--- config.mk ---
export PLATFORM = sky130hd
export DESIGN_NAME = byte_tx
export DESIGN_NICKNAME = d
export VERILOG_FILES = /design/src/rtl/byte_tx.sv
export SDC_FILE = /design/constraint.sdc
export NUM_CORES = 1
export LEC_CHECK = 0
export ABC_CLOCK_PERIOD_IN_PS = 2300
export BUFFER_PORTS_ARGS = -buffer_cell sky130_fd_sc_hd__clkbuf_2
export CAP_MARGIN = 20
export CELL_PAD_IN_SITES_DETAIL_PLACEMENT = 1
export CELL_PAD_IN_SITES_GLOBAL_PLACEMENT = 1
export CORE_MARGIN = 10
export CORE_UTILIZATION = 42
export CTS_BUF_LIST = sky130_fd_sc_hd__clkbuf_16
export DETAILED_ROUTE_END_ITERATION = 10
export PLACE_DENSITY = 0.9
export SYNTH_ARGS = -nofsm -noshare
export SYNTH_HDL_FRONTEND = slang
export SYNTH_SLANG_ARGS = --single-unit
--- constraint.sdc ---
create_clock -name clk_tck -period 2.3 [get_ports clk_tck]
set_input_delay 0.115 -clock clk_tck [delete_from_list [all_inputs] [get_ports clk_tck]]
set_output_delay 0.115 -clock clk_tck [all_outputs]
set_load 0.05 [all_outputs]
--- src/rtl/byte_tx.sv ---
// Serializer: captures a WIDTH-bit word on the load edge, presents it on `out` one bit per
// enabled TCK edge, then raises `done`. Define BYTE_TX_MSB_FIRST_EN for MSB-first bit order.
module byte_tx #(
    parameter int unsigned WIDTH = 32
) (
    input  logic             clk_tck,
    input  logic             reset_n,
    input  logic             enable,
    input  logic [WIDTH-1:0] in,
    output logic             out,
    output logic             done
);

    localparam int unsigned CntW = $clog2(WIDTH + 1);
    localparam logic [CntW-1:0] CntOne  = CntW'(1);
    localparam logic [CntW-1:0] CntLast = CntW'(WIDTH);

    typedef enum logic [1:0] {
        StIdle  = 2'd0,
        StShift = 2'd1,
        StDone  = 2'd2
    } state_e;

    state_e             state_q;
    logic [WIDTH-1:0]   shift_q;
    logic [CntW-1:0]    cnt_q;

    logic               first_bit;
    logic               next_bit;
    logic [WIDTH-1:0]   shift_next;

    // The captured word is shifted so the next bit to present always sits next to the output end.
    always_comb begin
`ifdef BYTE_TX_MSB_FIRST_EN
        first_bit  = in[WIDTH-1];
        next_bit   = shift_q[WIDTH-2];
        shift_next = shift_q << 1;
`else
        first_bit  = in[0];
        next_bit   = shift_q[1];
        shift_next = shift_q >> 1;
`endif
    end

    always_ff @(posedge clk_tck or negedge reset_n) begin
        if (!reset_n) begin
            state_q <= StIdle;
            shift_q <= '0;
            cnt_q   <= '0;
            out     <= 1'b0;
            done    <= 1'b0;
        end else begin
            case (state_q)
                StIdle: begin
                    if (enable) begin
                        shift_q <= in;
                        out     <= first_bit;
                        cnt_q   <= CntOne;
                        state_q <= StShift;
                    end else begin
                        out <= 1'b0;
                    end
                end
                StShift: begin
                    if (enable) begin
                        if (cnt_q < CntLast) begin
                            out     <= next_bit;
                            shift_q <= shift_next;
                            cnt_q   <= cnt_q + CntOne;
                        end else begin
                            out     <= 1'b0;
                            done    <= 1'b1;
                            state_q <= StDone;
                        end
                    end
                end
                StDone: begin
                    out  <= 1'b0;
                    done <= 1'b1;
                end
                default: begin
                    state_q <= StIdle;
                    cnt_q   <= '0;
                    out     <= 1'b0;
                    done    <= 1'b0;
                end
            endcase
        end
    end

endmodule

==> results.toml, run 1 <==
[run_status]
status = "finished, final reports clean"

[routing]
dr_wl_met2_um = 2540
drtPass1Iterations = 4
route.met3.wl_um = 273
dr_total_vias = 1597
drt_wl_total_um = 5000
drc_errors = 0
viasPerCell = 5.43
antenna_left = 0
met1Wirelength_um = 2120
drtIter0Drc = 39
routedWlPerCell_um = 17.0
highest_layer = "met4"

[min_path]
hold_depth = 3
worstHoldStart = "in[31]"
hold_end = "shift_q[31]$_DFFE_PN0P_"
min-delay-path-class = "in2reg"

[power_and_ir_drop]
p_leak_nw = 1.08
vdd_drop_max_v = 0.000253
powerDensity_nw_per_um2 = 583

[synth]
synth-compound-area-share = 0.140
synthAdderAreaFrac = 0.0369
yosys_warnings = 0
synth.distinct_cells = 26
syn_inst = 201
synthMuxAreaShare = 0.164
synth_xor_area_frac = 0
yosys.area_share.simple = 0.122
synth_top_family_by_area = "multiplexers"
avgSynthCellArea_um2 = 10.1
ys_ff_latch = 41
syn_nets = 242
synthesis.area_um2 = 2030
seq_area_frac_synth = 0.505

[critical_path]
r2r_cells = 6
critPathArrivalTime_ns = 2.30
endpoint_kind = "register"
crit_fanout = 10
r2r_setup_slack_ns = 0.21
reg2reg_to = "cnt_q[5]$_DFFE_PN0P_"
worstSetupPathType = "reg2reg"
cp.required_ns = 2.51
rr_startpoint = "state_q[0]$_DFFE_PN0P_"
startpoint_type = "register"

[placement]
numPortBuffers = 36
place_inst = 286
dp_hpwl_um = 3540
gp_congestion = 0.707

[clock_network]
numCtsBuffers = 5
clock_sinks = 41
clkTransAtPathRegs_ns = 0.06
clockBufferDepth = 2
clock_latency_ns = 0.28
htree_levels = 2
cts_resized = 0
ctsRootBufferMaster = "clkbuf_16"
cts_tree = "done"

[floorplan]
dieArea_um2 = 8020
io_pins = 37
start_util = 0.433
std_cell_rows = 25
die_x_um = 89.6
die_h_um = 89.6
core_um2 = 4690

[global_routing]
grt_pass1_wl_um = 8100
overflow = 0
antenna_found_initial = 0
groute.usage.overall = 0.131
grt_max_degree = 42
grt_pass1_vias = 1695

[timing]
finalSetupTns_ns = 0
fmax_ghz = 0.478
relSlewSlack = 0.651
final_hold_viol_count = 0
grt_setup_unrepaired = "no"
period_share = 0.910
min_period_ns = 2.09
max_slew.worst_pin.slew_ns = 0.520
slew_viol_final = 0
setup_viol = 0
clock_skew_ns = 0.00412

[flow_run]
drv_cap = 0

[final_layout]
drive_gt1_frac = 0.229
multi_input_area_um2 = 968
final-instance-count-excl-fill = 294
regArea_um2 = 1030
nets = 282
fillCellCount = 531
post-route-util = 0.523
area_growth_pct = 20.7
diodes = 0
==> timing repair <==
action,4_1_cts,5_1_grt
setup buffers,0,0
hold buffers,1,0
setup endpoints to repair,0,5
hold endpoints to repair,41,0
==> Yosys cell counts <==
| library cell | count | area share |
|---|---|---|
| or4_1 | 1 | 0.0037 |
| ha_1 | 6 | 0.037 |
| inv_1 | 4 | 0.0074 |
| nand3_1 | 5 | 0.012 |
| o31ai_1 | 3 | 0.011 |
| buf_2 | 9 | 0.022 |
| and3_1 | 1 | 0.0031 |
| o221ai_2 | 1 | 0.0074 |
| o21ai_0 | 37 | 0.091 |
| nor2b_1 | 3 | 0.0092 |
| o21bai_2 | 1 | 0.0055 |
| a31oi_1 | 1 | 0.0031 |
| nor3b_1 | 1 | 0.0037 |
| or2_1 | 1 | 0.0031 |
| dfrtp_1 | 41 | 0.50 |
| clkbuf_1 | 2 | 0.0037 |
| nand2_1 | 37 | 0.068 |
| o21ai_1 | 1 | 0.0025 |
| a211o_1 | 1 | 0.0043 |
| mux2i_1 | 31 | 0.15 |
| a21boi_2 | 1 | 0.0055 |
| mux2_2 | 2 | 0.011 |
| nand2b_1 | 3 | 0.0092 |
| a21oi_1 | 2 | 0.0049 |
| nor2_1 | 5 | 0.0092 |
| a221oi_1 | 1 | 0.0043 |
==> metrics by stage <==
stage	hold slack, ns	power [W]	worst slack, ns	area, µm²
final	0.0770	0.00143	0.208	2450
after global placement	0.211	0.000808	0.372	2300
after CTS	0.0727	0.00145	0.164	2440
after global routing	0.0847	0.00149	0.0318	2450
after detailed placement	0.206	0.000810	0.216	2300
after floorplan	-0.181	0.000759	0.686	2030
==> layout make-up <==
cell class,instances,area share
repair buffers,43,0.101
flip-flops and latches,41,0.418
multi-input cells,146,0.394
clock buffers,5,0.0510
well taps,54,0.0275
clock inverters,1,0.00204
inverters,4,0.00612
==> cell usage in the layout, fill, tap and decap left out, types with 4 or more instances in the layout <==
| master | n |
|---|---|
| inv_1 | 4 |
| ha_1 | 5 |
| dfrtp_1 | 41 |
| mux2i_1 | 31 |
| nor2_1 | 5 |
| buf_4 | 5 |
| clkbuf_2 | 36 |
| nand3_1 | 5 |
| clkbuf_16 | 5 |
| nand2_1 | 37 |
| o21ai_0 | 37 |
==> registers in the layout, indices dropped and copies added, names as in the netlist <==
| register | flops |
|---|---|
| shift_q | 31 |
| cnt_q | 6 |
| state_q | 2 |
| done | 1 |
| out | 1 |
==> report_power, final <==
group | switching [W] | total (W) | internal [W]
registers | 0.00000353 | 0.000729 | 0.000725
logic | 0.0000335 | 0.0000679 | 0.0000344
clock network | 0.000248 | 0.000635 | 0.000387
==> metal layers <==
metal  vias up  GRT usage
met4         0     0.0477
met2        32      0.216
met5         -          0
met1       777      0.151
met3         8     0.0523
li1        780          -
==> logic make-up (layout without fill, tap and decap cells) <==
| group | count (synthesis) | count (layout) |
|---|---|---|
| compound gates | 49 | 50 |
| fa+ha+maj | 6 | 6 |
| buf+inv | 15 | 53 |
| flops | 41 | 41 |
| mux | 33 | 33 |
| simple gates | 57 | 57 |
==> critical path, stage by stage (launching register included) <==
cell	delay [ns]
dfrtp_1	0.41
inv_1	0.10
ha_1	0.29
nor2_1	0.42
o21bai_2	0.24
or4_1	0.44
nand3_1	0.11
==> how the worst max path moves through the flow <==
stage                           start                       to  slack (ns)  depth (start not counted)
6_report       state_q[0]$_DFFE_PN0P_     cnt_q[5]$_DFFE_PN0P_        0.21                          6
5_1_grt        state_q[0]$_DFFE_PN0P_     cnt_q[5]$_DFFE_PN0P_        0.03                          6
4_1_cts        state_q[1]$_DFFE_PN0P_  shift_q[22]$_DFFE_PN0P_        0.16                          6
3_5_place_dp   state_q[1]$_DFFE_PN0P_  shift_q[22]$_DFFE_PN0P_        0.22                          6
3_3_place_gp   state_q[1]$_DFFE_PN0P_  shift_q[21]$_DFFE_PN0P_        0.37                          6
2_1_floorplan  state_q[0]$_DFFE_PN0P_     cnt_q[5]$_DFFE_PN0P_        0.69                          6
(Power assumes the default switching activity.)
==> run 2: changes to the inputs <==
--- a/config.mk
+++ b/config.mk
@@ -15,6 +15,7 @@
 export CTS_BUF_LIST = sky130_fd_sc_hd__clkbuf_16
 export DETAILED_ROUTE_END_ITERATION = 10
 export PLACE_DENSITY = 0.9
+export REMOVE_ABC_BUFFERS = 1
 export SYNTH_ARGS = -nofsm -noshare
 export SYNTH_HDL_FRONTEND = slang
 export SYNTH_SLANG_ARGS = --single-unit
==> results.toml, run 2 (synthesis results as in run 1) <==
[global_routing]
grt_max_degree = 63
antenna_found_initial = 0
grt_pass1_vias = 1687
grt_pass1_wl_um = 8250
overflow = 0
groute.usage.overall = 0.132

[timing]
relSlewSlack = 0.649
period_share = 0.884
fmax_ghz = 0.492
final_hold_viol_count = 0
slew_viol_final = 0
clock_skew_ns = 0.00625
min_period_ns = 2.03
grt_setup_unrepaired = "no"
max_slew.worst_pin.slew_ns = 0.527
setup_viol = 0
final.setup.worst_slack_ns = 0.266
hold_slack_ns = 0.0656

[placement]
place_ws_ns = 0.293
dp_hpwl_um = 3350
gp_congestion = 0.753
place_inst = 284
numPortBuffers = 36

[critical_path]
crit_fanout = 62
critPathArrivalTime_ns = 2.17
cp.required_ns = 2.43
r2r_cells = 6
worstSetupPathType = "reg2reg"
cpMaxStageDelayCell = "buf_4"
worst-path-buf-inv = 2
startpoint_type = "register"
worst_path_dominant_cell_family = "buffers and inverters"
path_cells = "inv_1, ha_1, nor2_1, o221ai_4, buf_4, o21ai_0"
slowest_delay_ns = 0.45
endpoint_kind = "register"
crit_cells = 6

[final_layout]
area_growth_pct = 19.0
post-route-util = 0.515
drive_gt1_frac = 0.213
nets = 279
final_cell_mix = "41 x dfrtp_1, 37 x nand2_1, 37 x o21ai_0"
diodes = 0
largest_reg_flops = 31
final-instance-count-excl-fill = 293
top_regs = "shift_q x31, cnt_q x6, state_q x2"
final_common_cell = "dfrtp_1"
regMostFlops = "shift_q"

[clock_network]
cts_tree = "done"
clkTransAtPathRegs_ns = 0.06
post-cts-setup-buffer-count = 0
clockBufferDepth = 2
numCtsBuffers = 5
clock_latency_ns = 0.28
clock_sinks = 41
ctsRootBufferMaster = "clkbuf_16"
htree_levels = 2

[routing]
drtPass1Iterations = 4
routedWlPerCell_um = 16.2
drt_wl_total_um = 4740
antenna_left = 0
drc_errors = 0
viasPerCell = 5.21
dr_total_vias = 1527
drtIter0Drc = 56

[floorplan]
core_um2 = 4690
start_util = 0.433
io_pins = 37
dieArea_um2 = 8020
die_h_um = 89.6
std_cell_rows = 25
die_x_um = 89.6

[min_path]
min-delay-path-class = "in2reg"
hold_depth = 3

[power_and_ir_drop]
total_power_w = 0.00146
powerDensity_nw_per_um2 = 605
vdd_drop_max_v = 0.000303
p_leak_nw = 1.08

[run_status]
status = "finished, final reports clean"

[flow_run]
drv_cap = 0
-- run 2: final cells by class --
type	count	area, µm²
Clock inverter	3	11.3
Tap cell	54	67.6
Timing Repair Buffer	41	220
Inverter	4	15.0
Multi-Input combinational cell	145	953
Clock buffer	5	125
Fill cell	538	2270
Sequential cell	41	1030
-- run 2: final timing paths --
| kind | slack (ns) | end | start |
|---|---|---|---|
| worst max-delay path | 0.27 | shift_q[24]$_DFFE_PN0P_ | state_q[1]$_DFFE_PN0P_ |
| worst min-delay path | 0.07 | shift_q[31]$_DFFE_PN0P_ | in[31] |
| worst max register to register | 0.27 | shift_q[24]$_DFFE_PN0P_ | state_q[1]$_DFFE_PN0P_ |
| worst min register to register | 0.48 | shift_q[11]$_DFFE_PN0P_ | shift_q[11]$_DFFE_PN0P_ |
| max in group asynchronous | 1.50 | cnt_q[4]$_DFFE_PN0P_ | reset_n |
| min in group asynchronous | 0.44 | shift_q[10]$_DFFE_PN0P_ | reset_n |
-- run 2: timing repair --
item	4_1_cts	5_1_grt
setup endpoints to repair	0	0
hold endpoints to repair	41	0
resized for setup	0	0
hold buffers	1	0
-- run 2: metrics by stage --
step	setup TNS, ns	area [µm²]
3_3_place_gp	0	2270
3_5_place_dp	0	2270
6_report	0	2420
2_1_floorplan	-23.92	1980
4_1_cts	0	2420
5_1_grt	0	2420
-- run 2: layer usage --
metal / vias up / routed length (µm) / global-route usage / share of wire
li1: 771 / - / - / -
met1: 724 / 2090 / 0.158 / 0.44
met2: 26 / 2380 / 0.219 / 0.50
met3: 6 / 222 / 0.0442 / 0.047
met4: 0 / 48 / 0.0376 / 0.010
met5: - / 0 / 0 / 0
-- run 2: tightest hold or removal path, delay by kind of cell --
family                 cells  cell delay [ns]
AND/OR/NAND/NOR            1             0.05
AO/OA/AOI/OAI              1             0.06
buffers and inverters      1             0.08
-- run 2: power breakdown --
part	leakage (nW)	switching [W]	internal [W]
clock network	0.0776	0.000276	0.000391
registers	0.548	0.00000367	0.000725
logic	0.450	0.0000333	0.0000344
total	1.08	0.000313	0.00115
